**config.mk**
```make
export PLATFORM = sky130hd
export DESIGN_NAME = sar_adc_ctrl_flat
export DESIGN_NICKNAME = d
export VERILOG_FILES = /design/src/rtl/sar_adc_pkg.sv /design/src/rtl/sar_adc_ctrl_if.sv /design/src/rtl/sar_adc_ctrl_cmp_sync.sv /design/src/rtl/sar_adc_ctrl.sv /design/src/flat_wrapper.sv
export SDC_FILE = /design/constraint.sdc
export NUM_CORES = 1
export LEC_CHECK = 0
export CAP_MARGIN = 10
export CORE_ASPECT_RATIO = 0.9
export CORE_MARGIN = 4
export CORE_UTILIZATION = 45
export CTS_BUF_LIST = sky130_fd_sc_hd__clkbuf_2
export CTS_CLUSTER_SIZE = 10
export DETAILED_ROUTE_END_ITERATION = 10
export PLACE_DENSITY = 0.65
export REMOVE_ABC_BUFFERS = 1
export SETUP_SLACK_MARGIN = 0.05
export SKIP_LAST_GASP = 1
export SYNTH_ARGS = -nofsm -noshare
export SYNTH_HDL_FRONTEND = slang
export SYNTH_HIERARCHICAL = 1
export SYNTH_SLANG_ARGS = --single-unit
```
**constraint.sdc**
```tcl
create_clock -name clk -period 2.2 [get_ports clk]
set_clock_uncertainty 0.15 [all_clocks]
set_input_delay 0.55 -clock clk [delete_from_list [all_inputs] [get_ports clk]]
set_output_delay 0.55 -clock clk [all_outputs]
set_load 0.01 [all_outputs]
```
**src/rtl/sar_adc_pkg.sv**
```systemverilog
`default_nettype none
// ============================================================================
//  Module      : sar_adc_pkg
//  Description : Shared types, default parameters and latency helper for the
//                successive-approximation ADC controller.
//  Revision    : 1.0  initial release
// ============================================================================
package sar_adc_pkg;

  typedef enum logic [1:0] {
    IDLE   = 2'd0,
    SETTLE = 2'd1,
    DECIDE = 2'd2,
    DONE   = 2'd3
  } state_t;

  localparam int DEF_WIDTH         = 3;
  localparam int DEF_SETTLE_CYCLES = 4;
  localparam int DEF_SYNC_STAGES   = 2;

  // Cycle, counted after the edge that samples start, in which done is high.
  function automatic int unsigned conv_cycles(input int unsigned width,
                                              input int unsigned settle);
    return width * (settle + 1) + 1;
  endfunction

endpackage
`default_nettype wire

```
**src/rtl/sar_adc_ctrl_if.sv**
```systemverilog
`default_nettype none
// ============================================================================
//  Module      : sar_adc_ctrl_if
//  Description : Control, comparator and result signals of the SAR ADC
//                controller. master = wrapper/bench side, slave = controller.
//  Revision    : 1.0  initial release
// ============================================================================
interface sar_adc_ctrl_if #(
  parameter int WIDTH = 3
);
  logic             start;
  logic             cont;
  logic             cmp_in;
  logic [WIDTH-1:0] dac_code;
  logic             busy;
  logic             done;
  logic [WIDTH-1:0] result;

  modport master (
    output start, cont, cmp_in,
    input  dac_code, busy, done, result
  );

  modport slave (
    input  start, cont, cmp_in,
    output dac_code, busy, done, result
  );
endinterface
`default_nettype wire

```
**src/rtl/sar_adc_ctrl_cmp_sync.sv**
```systemverilog
`default_nettype none
// ============================================================================
//  Module      : cmp_sync
//  Description : Multi-flop synchronizer bringing the asynchronous comparator
//                output into the clk domain. Resets to 0.
//  Revision    : 1.0  initial release
// ============================================================================
module cmp_sync #(
  parameter int STAGES = 2
) (
  input  logic clk,
  input  logic rst_n,
  input  logic async_in,
  output logic sync_out
);

  logic [STAGES-1:0] chain_q;
  logic [STAGES-1:0] chain_d;

  // Shift the raw comparator level one stage further down the chain.
  always_comb begin
    chain_d = {chain_q[STAGES-2:0], async_in};
  end

  // Synchronizer flops, cleared asynchronously.
  always_ff @(posedge clk or negedge rst_n) begin
    if (!rst_n) begin
      chain_q <= '0;
    end else begin
      chain_q <= chain_d;
    end
  end

  assign sync_out = chain_q[STAGES-1];

endmodule
`default_nettype wire

```
**src/rtl/sar_adc_ctrl.sv**
```systemverilog
`default_nettype none
// ============================================================================
//  Module      : sar_adc_ctrl
//  Description : Successive-approximation controller. Drives trial codes onto
//                the resistor-ladder DAC, waits for the comparator to settle,
//                and resolves one bit per trial from MSB to LSB.
//  Revision    : 1.0  initial release
// ============================================================================
module sar_adc_ctrl
  import sar_adc_pkg::*;
#(
  parameter int WIDTH         = DEF_WIDTH,
  parameter int SETTLE_CYCLES = DEF_SETTLE_CYCLES,
  parameter int SYNC_STAGES   = DEF_SYNC_STAGES
) (
  input  logic          clk,
  input  logic          rst_n,
  sar_adc_ctrl_if.slave bus
);

  localparam int K_W   = (WIDTH > 1) ? $clog2(WIDTH) : 1;
  localparam int CNT_W = (SETTLE_CYCLES > 1) ? $clog2(SETTLE_CYCLES) : 1;

  localparam logic [WIDTH-1:0] MSB_CODE = {1'b1, {(WIDTH-1){1'b0}}};
  localparam logic [K_W-1:0]   K_MSB    = K_W'(WIDTH - 1);
  localparam logic [CNT_W-1:0] CNT_LOAD = CNT_W'(SETTLE_CYCLES - 1);

  // Reject parameter combinations the bit loop cannot support.
  if (WIDTH < 2 || WIDTH > 8) begin : g_bad_width
    $error("sar_adc_ctrl: WIDTH must be in 2..8");
  end
  if (SYNC_STAGES < 2 || SYNC_STAGES > 3) begin : g_bad_sync
    $error("sar_adc_ctrl: SYNC_STAGES must be in 2..3");
  end
  if (SETTLE_CYCLES < SYNC_STAGES) begin : g_bad_settle
    $error("sar_adc_ctrl: SETTLE_CYCLES must be >= SYNC_STAGES");
  end

  state_t           state_q, state_d;
  logic [WIDTH-1:0] dac_q, dac_d;
  logic [WIDTH-1:0] result_q, result_d;
  logic [K_W-1:0]   k_q, k_d;
  logic [CNT_W-1:0] cnt_q, cnt_d;

  logic             cmp_sync_out;
  logic [WIDTH-1:0] bit_k;
  logic [WIDTH-1:0] code_kept;

  cmp_sync #(
    .STAGES (SYNC_STAGES)
  ) u_cmp_sync (
    .clk      (clk),
    .rst_n    (rst_n),
    .async_in (bus.cmp_in),
    .sync_out (cmp_sync_out)
  );

  // Trial code with bit k resolved: kept if the input is at or above it.
  always_comb begin
    bit_k     = WIDTH'(1) << k_q;
    code_kept = cmp_sync_out ? dac_q : (dac_q & ~bit_k);
  end

  // Next-state logic: launch, settle countdown, per-bit decision, completion.
  always_comb begin
    state_d  = state_q;
    dac_d    = dac_q;
    result_d = result_q;
    k_d      = k_q;
    cnt_d    = cnt_q;
    unique case (state_q)
      IDLE: begin
        if (bus.start) begin
          dac_d   = MSB_CODE;
          k_d     = K_MSB;
          cnt_d   = CNT_LOAD;
          state_d = SETTLE;
        end else begin
          dac_d = result_q;
        end
      end
      SETTLE: begin
        if (cnt_q == '0) begin
          state_d = DECIDE;
        end else begin
          cnt_d = cnt_q - CNT_W'(1);
        end
      end
      DECIDE: begin
        if (k_q != '0) begin
          // Resolve bit k and raise the next trial bit on the same edge.
          dac_d   = code_kept | (bit_k >> 1);
          k_d     = k_q - K_W'(1);
          cnt_d   = CNT_LOAD;
          state_d = SETTLE;
        end else begin
          // Result is published on the edge that enters DONE.
          dac_d    = code_kept;
          result_d = code_kept;
          state_d  = DONE;
        end
      end
      DONE: begin
        if (bus.cont) begin
          dac_d   = MSB_CODE;
          k_d     = K_MSB;
          cnt_d   = CNT_LOAD;
          state_d = SETTLE;
        end else begin
          state_d = IDLE;
        end
      end
      default: state_d = IDLE;
    endcase
  end

  // Controller state register; reset abandons any conversion in flight.
  always_ff @(posedge clk or negedge rst_n) begin
    if (!rst_n) begin
      state_q  <= IDLE;
      dac_q    <= '0;
      result_q <= '0;
      k_q      <= '0;
      cnt_q    <= '0;
    end else begin
      state_q  <= state_d;
      dac_q    <= dac_d;
      result_q <= result_d;
      k_q      <= k_d;
      cnt_q    <= cnt_d;
    end
  end

  assign bus.dac_code = dac_q;
  assign bus.result   = result_q;
  assign bus.busy     = (state_q == SETTLE) || (state_q == DECIDE);
  assign bus.done     = (state_q == DONE);

`ifndef SYNTHESIS
  int unsigned lat_q, lat_d;
  logic        lat_launch;

  // Cycles elapsed since the edge that launched the current conversion.
  always_comb begin
    lat_launch = ((state_q == IDLE) && bus.start) || ((state_q == DONE) && bus.cont);
    if (lat_launch) begin
      lat_d = 1;
    end else if (state_q == DONE) begin
      lat_d = 0;
    end else if (lat_q != 0) begin
      lat_d = lat_q + 1;
    end else begin
      lat_d = lat_q;
    end
  end

  // Latency tracker register.
  always_ff @(posedge clk or negedge rst_n) begin
    if (!rst_n) begin
      lat_q <= 0;
    end else begin
      lat_q <= lat_d;
    end
  end

  // done must land exactly on the nominal conversion latency.
  always @(posedge clk) begin
    if (rst_n && state_q == DONE) begin
      assert (lat_q == conv_cycles(WIDTH, SETTLE_CYCLES));
    end
  end
`endif

endmodule
`default_nettype wire

```
**src/flat_wrapper.sv**
```systemverilog
// flat-port wrapper written by rule: the top's interface ports become plain ports
module sar_adc_ctrl_flat import sar_adc_pkg::*;
#(
  parameter int WIDTH         = DEF_WIDTH,
  parameter int SETTLE_CYCLES = DEF_SETTLE_CYCLES,
  parameter int SYNC_STAGES   = DEF_SYNC_STAGES
)
  (clk, rst_n, bus_start, bus_cont, bus_cmp_in, bus_dac_code, bus_busy, bus_done, bus_result);
  sar_adc_ctrl_if #(.WIDTH(WIDTH)) bus_i ();
  input  logic clk;
  input  logic rst_n;
  input wire logic [$bits(bus_i.start)-1:0] bus_start;
  input wire logic [$bits(bus_i.cont)-1:0] bus_cont;
  input wire logic [$bits(bus_i.cmp_in)-1:0] bus_cmp_in;
  output wire logic [$bits(bus_i.dac_code)-1:0] bus_dac_code;
  output wire logic [$bits(bus_i.busy)-1:0] bus_busy;
  output wire logic [$bits(bus_i.done)-1:0] bus_done;
  output wire logic [$bits(bus_i.result)-1:0] bus_result;
  assign bus_i.start = bus_start;
  assign bus_i.cont = bus_cont;
  assign bus_i.cmp_in = bus_cmp_in;
  assign bus_dac_code = bus_i.dac_code;
  assign bus_busy = bus_i.busy;
  assign bus_done = bus_i.done;
  assign bus_result = bus_i.result;
  sar_adc_ctrl #(.WIDTH(WIDTH), .SETTLE_CYCLES(SETTLE_CYCLES), .SYNC_STAGES(SYNC_STAGES)) u_core (.clk(clk), .rst_n(rst_n), .bus(bus_i));
endmodule
```
==> results.cfg, run 1 <==
[outcome]
status = finished, final reports clean

[routing]
totalWireLength_um = 1821
drc_errors = 0
dr_total_vias = 706
drtAntennaViolNets = 0
drtIter0Drc = 18
wl_per_cell_um = 14.12
vias_per_cell = 5.473
first_pass_iters = 5

[yosys]
yosysWarnings = 6
async_reset_ff_frac = 1.000
synth.distinct_cells = 33
ys.flop_type = dfrtp_1
synth_cells = 85
synth_edf_count = 0
seq_area_frac_synth = 0.4179
syn_avg_cell_area_um2 = 9.862
netlist_area_um2 = 838.3
ys_ff_latch = 14

[cts]
numCtsBuffers = 3
clockBufferDepth = 2
cts_hold_buf = 0
clk_latency_ps = 270
htree_num_levels = 1
clkTransAtPathRegs_ps = 140
cts_tree = done
cts.sinks = 14
cts_root_buffer = clkbuf_2

[floorplanning]
die-area_um2 = 2618
initial_core_util = 0.4883
design.portCount = 13
die_x_um = 53.50
core_um2 = 1717
rows = 14
die_h_um = 48.95

[critical_path]
r2r_setup_slack_ps = 220
start_kind = flop
crit_required_ps = 1500
critPathMaxFanout = 3
worstReg2RegStart = u_core/state_q[0]$_DFFE_PN0P_
startpoint = u_core/state_q[0]$_DFFE_PN0P_
critPathKind = reg2out
arrival_ps = 1320
r2r-end = u_core/k_q[1]$_DFFE_PN0P_
r2r_cells = 6
worstSetupEndpointType = output port

[worst_hold_path]
hold_path.class = reg2reg
hold-path-cell-count = 0
hold_end = u_core/u_cmp_sync/chain_q[1]$_DFF_PN0_
min_from = u_core/u_cmp_sync/chain_q[0]$_DFF_PN0_

[job]
maxCapViolCount = 0

[grt]
grt_util_all_layers = 0.1641
grt_start_max_net_pins = 15
grt_overflow = 0
grt_pass1_vias = 678
antenna_found_initial = 0
grt_pass1_wl_um = 3139

[timing]
grt_setup_unrepaired = no
finalSetupTns_ps = 0
slew_viol_final = 0
finalSetupViolCount = 0
slew_headroom = 0.7644
hold_viol = 0
post-route-min-period_ps = 2022
post-route-period-util = 0.9193
worstMarginPinSlew_ps = 350.2
fmax_mhz = 494.5
setup_slack_ps = 177.6

[cells_and_area]
final_cell_mix = dfrtp_1 (14), clkdlybuf4s50_1 (10), inv_1 (9), ha_1 (8), buf_4 (8)
fillers = 177
nNetsFinal = 119
area_delta_synth_final_pct = 23.28
multiInputGateArea_um2 = 422.9
seq_area_um2 = 350.3
layout_commonest_cell = dfrtp_1
diodes = 0
drive_gt1_frac = 0.1238

[placed_design]
gp_congestion = 0.7518
io_buffer_count = 12
place_ws_ps = 81.54
dp_hpwl_um = 1352

[power_and_ir_drop]
p_leak_nw = 0.4828
peakVddDrop_mv = 0.8361
total_power_w = 0.001430
powerDensity_nw_per_um2 = 1383
-- synthesized netlist by cell type, drive strengths merged, types with 2 or more instances --
cell type / count / share of area
a21oi: 2 / 0.012
buf: 3 / 0.033
dfrtp: 14 / 0.42
ha: 8 / 0.12
inv: 9 / 0.040
nand2: 7 / 0.031
nand2b: 4 / 0.030
nand3: 2 / 0.012
nor2b: 4 / 0.039
nor3: 3 / 0.018
nor4: 2 / 0.015
o21ai: 7 / 0.042
o22a: 2 / 0.021
o31ai: 2 / 0.018
-- critical path, stage by stage, from the launching register on --
cell	delay, ps
dfrtp_1	420
inv_1	110
ha_1	240
dlygate4sd2_1	280
-- layout make-up --
| class | instances | share of cell area |
|---|---|---|
| Sequential cell | 14 | 0.3390 |
| Tap cell | 24 | 0.02906 |
| Timing Repair Buffer | 20 | 0.1719 |
| Clock buffer | 3 | 0.01453 |
| Inverter | 9 | 0.03269 |
| Clock inverter | 1 | 0.003632 |
| Multi-Input combinational cell | 58 | 0.4092 |
-- registers in the layout, indices dropped and copies added (netlist names) --
signal / flops
u_core/u_cmp_sync/chain_q: 2
u_core/state_q: 2
u_core/bus.result: 3
u_core/k_q: 2
u_core/bus.dac_code: 3
u_core/cnt_q: 2
-- layer usage --
metal	GRT usage	wire length (um)	up-vias
met2	0.2245	805	22
met1	0.2457	883	340
met5	0	0	-
met3	0.03670	120	2
met4	0.06383	12	0
li1	-	-	342
-- worst max-delay path by stage --
stage / endpoint / slack (ps) / depth (start not counted)
6_report: bus_busy / 180 / 3
5_1_grt: bus_busy / 60 / 3
4_1_cts: bus_done / 150 / 3
3_5_place_dp: u_core/k_q[1]$_DFFE_PN0P_ / 80 / 4
3_3_place_gp: u_core/k_q[1]$_DFFE_PN0P_ / 130 / 4
2_1_floorplan: u_core/k_q[1]$_DFFE_PN0P_ / 360 / 5
-- report_power, final --
group	internal, W	total, W	switching [W]
Combinational	0.000436	0.000867	0.000431
Sequential	0.000364	0.000441	0.0000777
Clock	0.0000395	0.000121	0.0000815
Total	0.000839	0.00143	0.000590
-- metrics by stage --
stage	std cells	area, um^2	utilization	hold slack [ps]
after detailed placement	123	1002	0.5838	191.1
after global routing	129	1033	0.6020	239.4
after floorplan	81	807.0	-	104.4
after global placement	123	1002	0.5838	187.2
final	129	1033	0.6020	216.9
after CTS	129	1033	0.6020	221.3
-- kinds of logic (layout without fill, tap and decap cells) --
| logic type | Yosys count | after routing | synth area share |
|---|---|---|---|
| flops | 14 | 14 | 0.4179 |
| simple gates | 27 | 27 | 0.1881 |
| compound gates | 22 | 22 | 0.1851 |
| mux | 1 | 1 | 0.01194 |
| fa+ha+maj | 8 | 8 | 0.1194 |
| buf+inv | 13 | 33 | 0.07760 |
-- timing repair --
item / in CTS / in global routing
endpoints found under the setup margin: 2 / 0
gates resized for setup: 2 / 0
setup buffers: 2 / 0
Power figures use the tool's default switching activity.
==> run 2: changes to the inputs <==
MAX_ROUTING_LAYER = met4   (was not set)
==> run 2 against run 1 <==
Worst setup slack gained 3.2 ps. Fmax grew 0.16%. Global-route usage grew 0.50 points. Sequential cell count is the same. Non-clock buffer count is the same. Clock-buffer cell count is the same. Critical path depth is the same. Clock power is essentially flat. Critical path type unchanged. Critical endpoint unchanged. Highest routed layer unchanged.
==> results.cfg, run 2 (synthesis gave the netlist of run 1 again) <==
[routing]
totalWireLength_um = 1788
top_layer_used = met4
drt-met1-wl_um = 866
dr_total_vias = 706
wl_per_cell_um = 13.86
vias_per_cell = 5.473
dr_wl_met3_um = 145
first_pass_iters = 4
wl_met2_um = 764
drtIter0Drc = 40
drtAntennaViolNets = 0
drc_errors = 0

[critical_path]
critPathMaxFanout = 3
cpMaxStageDelayCell = dfrtp_1
worstSetupEndpointType = output port
arrival_ps = 1320
start_kind = flop
r2r_cells = 6
path_buf_inv = 2
critPathKind = reg2out
slowest_delay_ps = 410
critical_path_depth = 3
crit_chain = inv_1 -> ha_1 -> dlygate4sd2_1
crit_family = flip-flops
crit_required_ps = 1500

[floorplanning]
die_x_um = 53.50
die_h_um = 48.95
design.portCount = 13
core_um2 = 1717
initial_core_util = 0.4883
die-area_um2 = 2618
rows = 14

[grt]
grt_pass1_wl_um = 3153
grt_overflow = 0
antenna_found_initial = 0
grt_start_max_net_pins = 15
grt_pass1_vias = 678
grt_util_all_layers = 0.1691

[worst_hold_path]
hold-path-cell-count = 0
hold_path.class = reg2reg

[cts]
cts_root_buffer = clkbuf_2
numCtsBuffers = 3
htree_num_levels = 1
cts_tree = done
clk_latency_ps = 270
clkTransAtPathRegs_ps = 140
clockBufferDepth = 2
cts_hold_buf = 0
cts.sinks = 14

[timing]
post-route-period-util = 0.9178
fin_hold_ws_ps = 217.0
worstMarginPinSlew_ps = 349.0
grt_setup_unrepaired = no
slew_headroom = 0.7652
slew_viol_final = 0
post-route-min-period_ps = 2019
fmax_mhz = 495.2
finalSetupTns_ps = 0
finalSetupViolCount = 0
hold_viol = 0

[cells_and_area]
final_cell_mix = dfrtp_1 (14), clkdlybuf4s50_1 (10), inv_1 (9), ha_1 (8), buf_4 (8)
drive_gt1_frac = 0.1238
layout_commonest_cell = dfrtp_1
fin_util = 0.6020
area_delta_synth_final_pct = 23.28
diodes = 0
nNetsFinal = 119

[outcome]
status = finished, final reports clean

[placed_design]
io_buffer_count = 12
dp_hpwl_um = 1352
gp_congestion = 0.7615

[job]
maxCapViolCount = 0

[power_and_ir_drop]
peakVddDrop_mv = 0.8418
p_leak_nw = 0.4828
powerDensity_nw_per_um2 = 1383
-- run 2: cell counts in the layout (fill, tap and decap cells not counted) --
No cell type changed its count.
-- run 2: worst paths after layout --
kind | from | to | slack, ps
worst max-delay path | u_core/state_q[0]$_DFFE_PN0P_ | bus_busy | 180
worst min-delay path | u_core/u_cmp_sync/chain_q[0]$_DFF_PN0_ | u_core/u_cmp_sync/chain_q[1]$_DFF_PN0_ | 220
worst max register to register | u_core/state_q[0]$_DFFE_PN0P_ | u_core/k_q[1]$_DFFE_PN0P_ | 230
worst min register to register | u_core/u_cmp_sync/chain_q[0]$_DFF_PN0_ | u_core/u_cmp_sync/chain_q[1]$_DFF_PN0_ | 220
max in group asynchronous | rst_n | u_core/bus.dac_code[1]$_DFFE_PN0P_ | 1310
min in group asynchronous | rst_n | u_core/state_q[0]$_DFFE_PN0P_ | 420
-- run 2: routing by layer --
| metal | GRT usage | up-vias |
|---|---|---|
| met5 | - | - |
| met4 | 0.06383 | 0 |
| met3 | 0.03670 | 2 |
| met2 | 0.2224 | 31 |
| met1 | 0.2495 | 329 |
| li1 | - | 344 |
-- run 2: area by class of cell --
class / count / area [um^2]
multi-input cells: 58 / 422.9
clock buffers: 3 / 15.01
clock inverters: 1 / 3.754
inverters: 9 / 33.78
well taps: 24 / 30.03
flip-flops and latches: 14 / 350.3
fillers: 177 / 683.2
repair buffers: 20 / 177.7
-- run 2: power breakdown --
part / internal, W / leakage [nW] / switching (W)
combinational: 0.000436 / 0.306 / 0.000430
sequential: 0.000364 / 0.163 / 0.0000782
clock: 0.0000395 / 0.0140 / 0.0000816
-- run 2: metrics by stage --
step / cell area [um^2] / setup slack (ps) / power, W / cells
2_1_floorplan: 807.0 / 357.1 / 0.0009632 / 81
3_3_place_gp: 1002 / 125.7 / 0.001280 / 123
3_5_place_dp: 1002 / 81.54 / 0.001302 / 123
4_1_cts: 1033 / 149.7 / 0.001437 / 129
5_1_grt: 1033 / 62.51 / 0.001577 / 129
6_report: 1033 / 180.8 / 0.001429 / 129
-- run 2: repair_timing --
action	4_1_cts	5_1_grt
endpoints found under the setup margin	2	0
gates resized for setup	2	0
setup buffers	2	0
==> run 3: changes to the inputs <==
clock period = 2.04 ns   (was 2.2 ns; I/O delays follow)
==> run 3 against run 2 <==
Global-route usage about the same. Die area unchanged. Final area up 2.4%. Clock power up 11%. Critical path type is now reg2reg.
==> results.cfg, run 3 (synthesis gave the netlist of run 1 again) <==
[routing]
vias_per_cell = 5.301
dr_total_vias = 705
drtIter0Drc = 15
wl_met2_um = 766
drc_errors = 0
drt-met1-wl_um = 858
first_pass_iters = 4
totalWireLength_um = 1802
drtAntennaViolNets = 0
top_layer_used = met4
wl_per_cell_um = 13.55
dr_wl_met3_um = 165

[floorplanning]
rows = 14
core_um2 = 1717
die-area_um2 = 2618
design.portCount = 13
initial_core_util = 0.4883
die_h_um = 48.95
die_x_um = 53.50

[cts]
clockBufferDepth = 2
numCtsBuffers = 3
cts_hold_buf = 0
cts_root_buffer = clkbuf_2
cts_tree = done
clk_latency_ps = 270
clkTransAtPathRegs_ps = 150
htree_num_levels = 1
cts.sinks = 14

[job]
maxCapViolCount = 0

[critical_path]
r2r-end = u_core/k_q[1]$_DFFE_PN0P_
endpoint = u_core/k_q[1]$_DFFE_PN0P_
r2r_cells = 5
critPathKind = reg2reg
worstSetupEndpointType = flop
r2r_setup_slack_ps = 60
worstReg2RegStart = u_core/state_q[0]$_DFFE_PN0P_
arrival_ps = 2010
crit_required_ps = 2070
startpoint = u_core/state_q[0]$_DFFE_PN0P_
start_kind = flop
critPathMaxFanout = 9

[worst_hold_path]
hold_path.class = reg2reg

[timing]
fin_hold_ws_ps = 217.6
setup_slack_ps = 63.96
slew_viol_final = 0
post-route-period-util = 0.9686
slew_headroom = 0.7617
worstMarginPinSlew_ps = 357.3
grt_setup_unrepaired = yes
fmax_mhz = 506.1
post-route-min-period_ps = 1976
hold_viol = 0
finalSetupViolCount = 0

[placed_design]
place_ws_ps = -26.51
dp_hpwl_um = 1328
io_buffer_count = 12
gp_congestion = 0.7847

[outcome]
status = finished, final reports clean

[power_and_ir_drop]
powerDensity_nw_per_um2 = 1502
peakVddDrop_mv = 0.8132
p_leak_nw = 0.4955

[cells_and_area]
layout_commonest_cell = dfrtp_1
area_delta_synth_final_pct = 26.27
diodes = 0
final_cell_mix = dfrtp_1 (14), buf_4 (12), clkdlybuf4s50_1 (10)
drive_gt1_frac = 0.2018
nNetsFinal = 123

[grt]
grt_pass1_wl_um = 3153
grt_start_max_net_pins = 15
grt_overflow = 0
antenna_found_initial = 0
grt_pass1_vias = 676
grt_util_all_layers = 0.1689
-- run 3: worst min-delay path by stage --
stage	from	end	slack, ps	depth (start not counted)
after global placement	u_core/u_cmp_sync/chain_q[0]$_DFF_PN0_	u_core/u_cmp_sync/chain_q[1]$_DFF_PN0_	190	0
after CTS	u_core/u_cmp_sync/chain_q[0]$_DFF_PN0_	u_core/u_cmp_sync/chain_q[1]$_DFF_PN0_	220	0
after floorplan	rst_n	u_core/bus.dac_code[0]$_DFFE_PN0P_	60	0
final	u_core/u_cmp_sync/chain_q[0]$_DFF_PN0_	u_core/u_cmp_sync/chain_q[1]$_DFF_PN0_	220	0
after global routing	u_core/u_cmp_sync/chain_q[0]$_DFF_PN0_	u_core/u_cmp_sync/chain_q[1]$_DFF_PN0_	240	0
after detailed placement	u_core/u_cmp_sync/chain_q[0]$_DFF_PN0_	u_core/u_cmp_sync/chain_q[1]$_DFF_PN0_	190	0
-- run 3: per-stage QoR --
step / total power (W) / area, um^2 / std cells / setup TNS, ps / utilization
2_1_floorplan: 0.001039 / 807.0 / 81 / 0 / -
3_3_place_gp: 0.001389 / 1010 / 124 / 0 / 0.5882
3_5_place_dp: 0.001402 / 1010 / 124 / -26.51 / 0.5882
4_1_cts: 0.001578 / 1057 / 132 / 0 / 0.6159
5_1_grt: 0.001741 / 1059 / 133 / 0 / 0.6166
6_report: 0.001590 / 1059 / 133 / 0 / 0.6166
-- run 3: cell type report --
class / count / area (um^2)
timing repair buffer: 24 / 200.2
fill: 169 / 658.1
inverter: 9 / 33.78
sequential: 14 / 350.3
tap: 24 / 30.03
clock inverter: 1 / 3.754
clock buffer: 3 / 15.01
multi-input combinational: 58 / 425.4
-- run 3: worst max-delay path, cell delays in order, from the launching register on --
cell and delay, ps:
dfrtp_1 430, buf_4 150, buf_4 130, ha_2 240, or4_4 560, o22a_1 220
-- run 3: report_power, final --
part | internal [W] | switching (W)
registers | 0.000392 | 0.0000813
clock network | 0.0000426 | 0.0000918
logic | 0.000508 | 0.000474
total | 0.000943 | 0.000647
-- run 3: what timing repair did --
| item | in CTS | in global routing |
|---|---|---|
| setup endpoints to repair | 2 | 4 |
| gates resized for setup | 3 | 6 |
| buffers inserted | 4 | 1 |
-- run 3: per-layer routing --
layer	global-route usage	up-vias
met2	0.2224	31
li1	-	352
met3	0.05199	2
met1	0.2390	320
met4	0.06383	0
met5	-	-
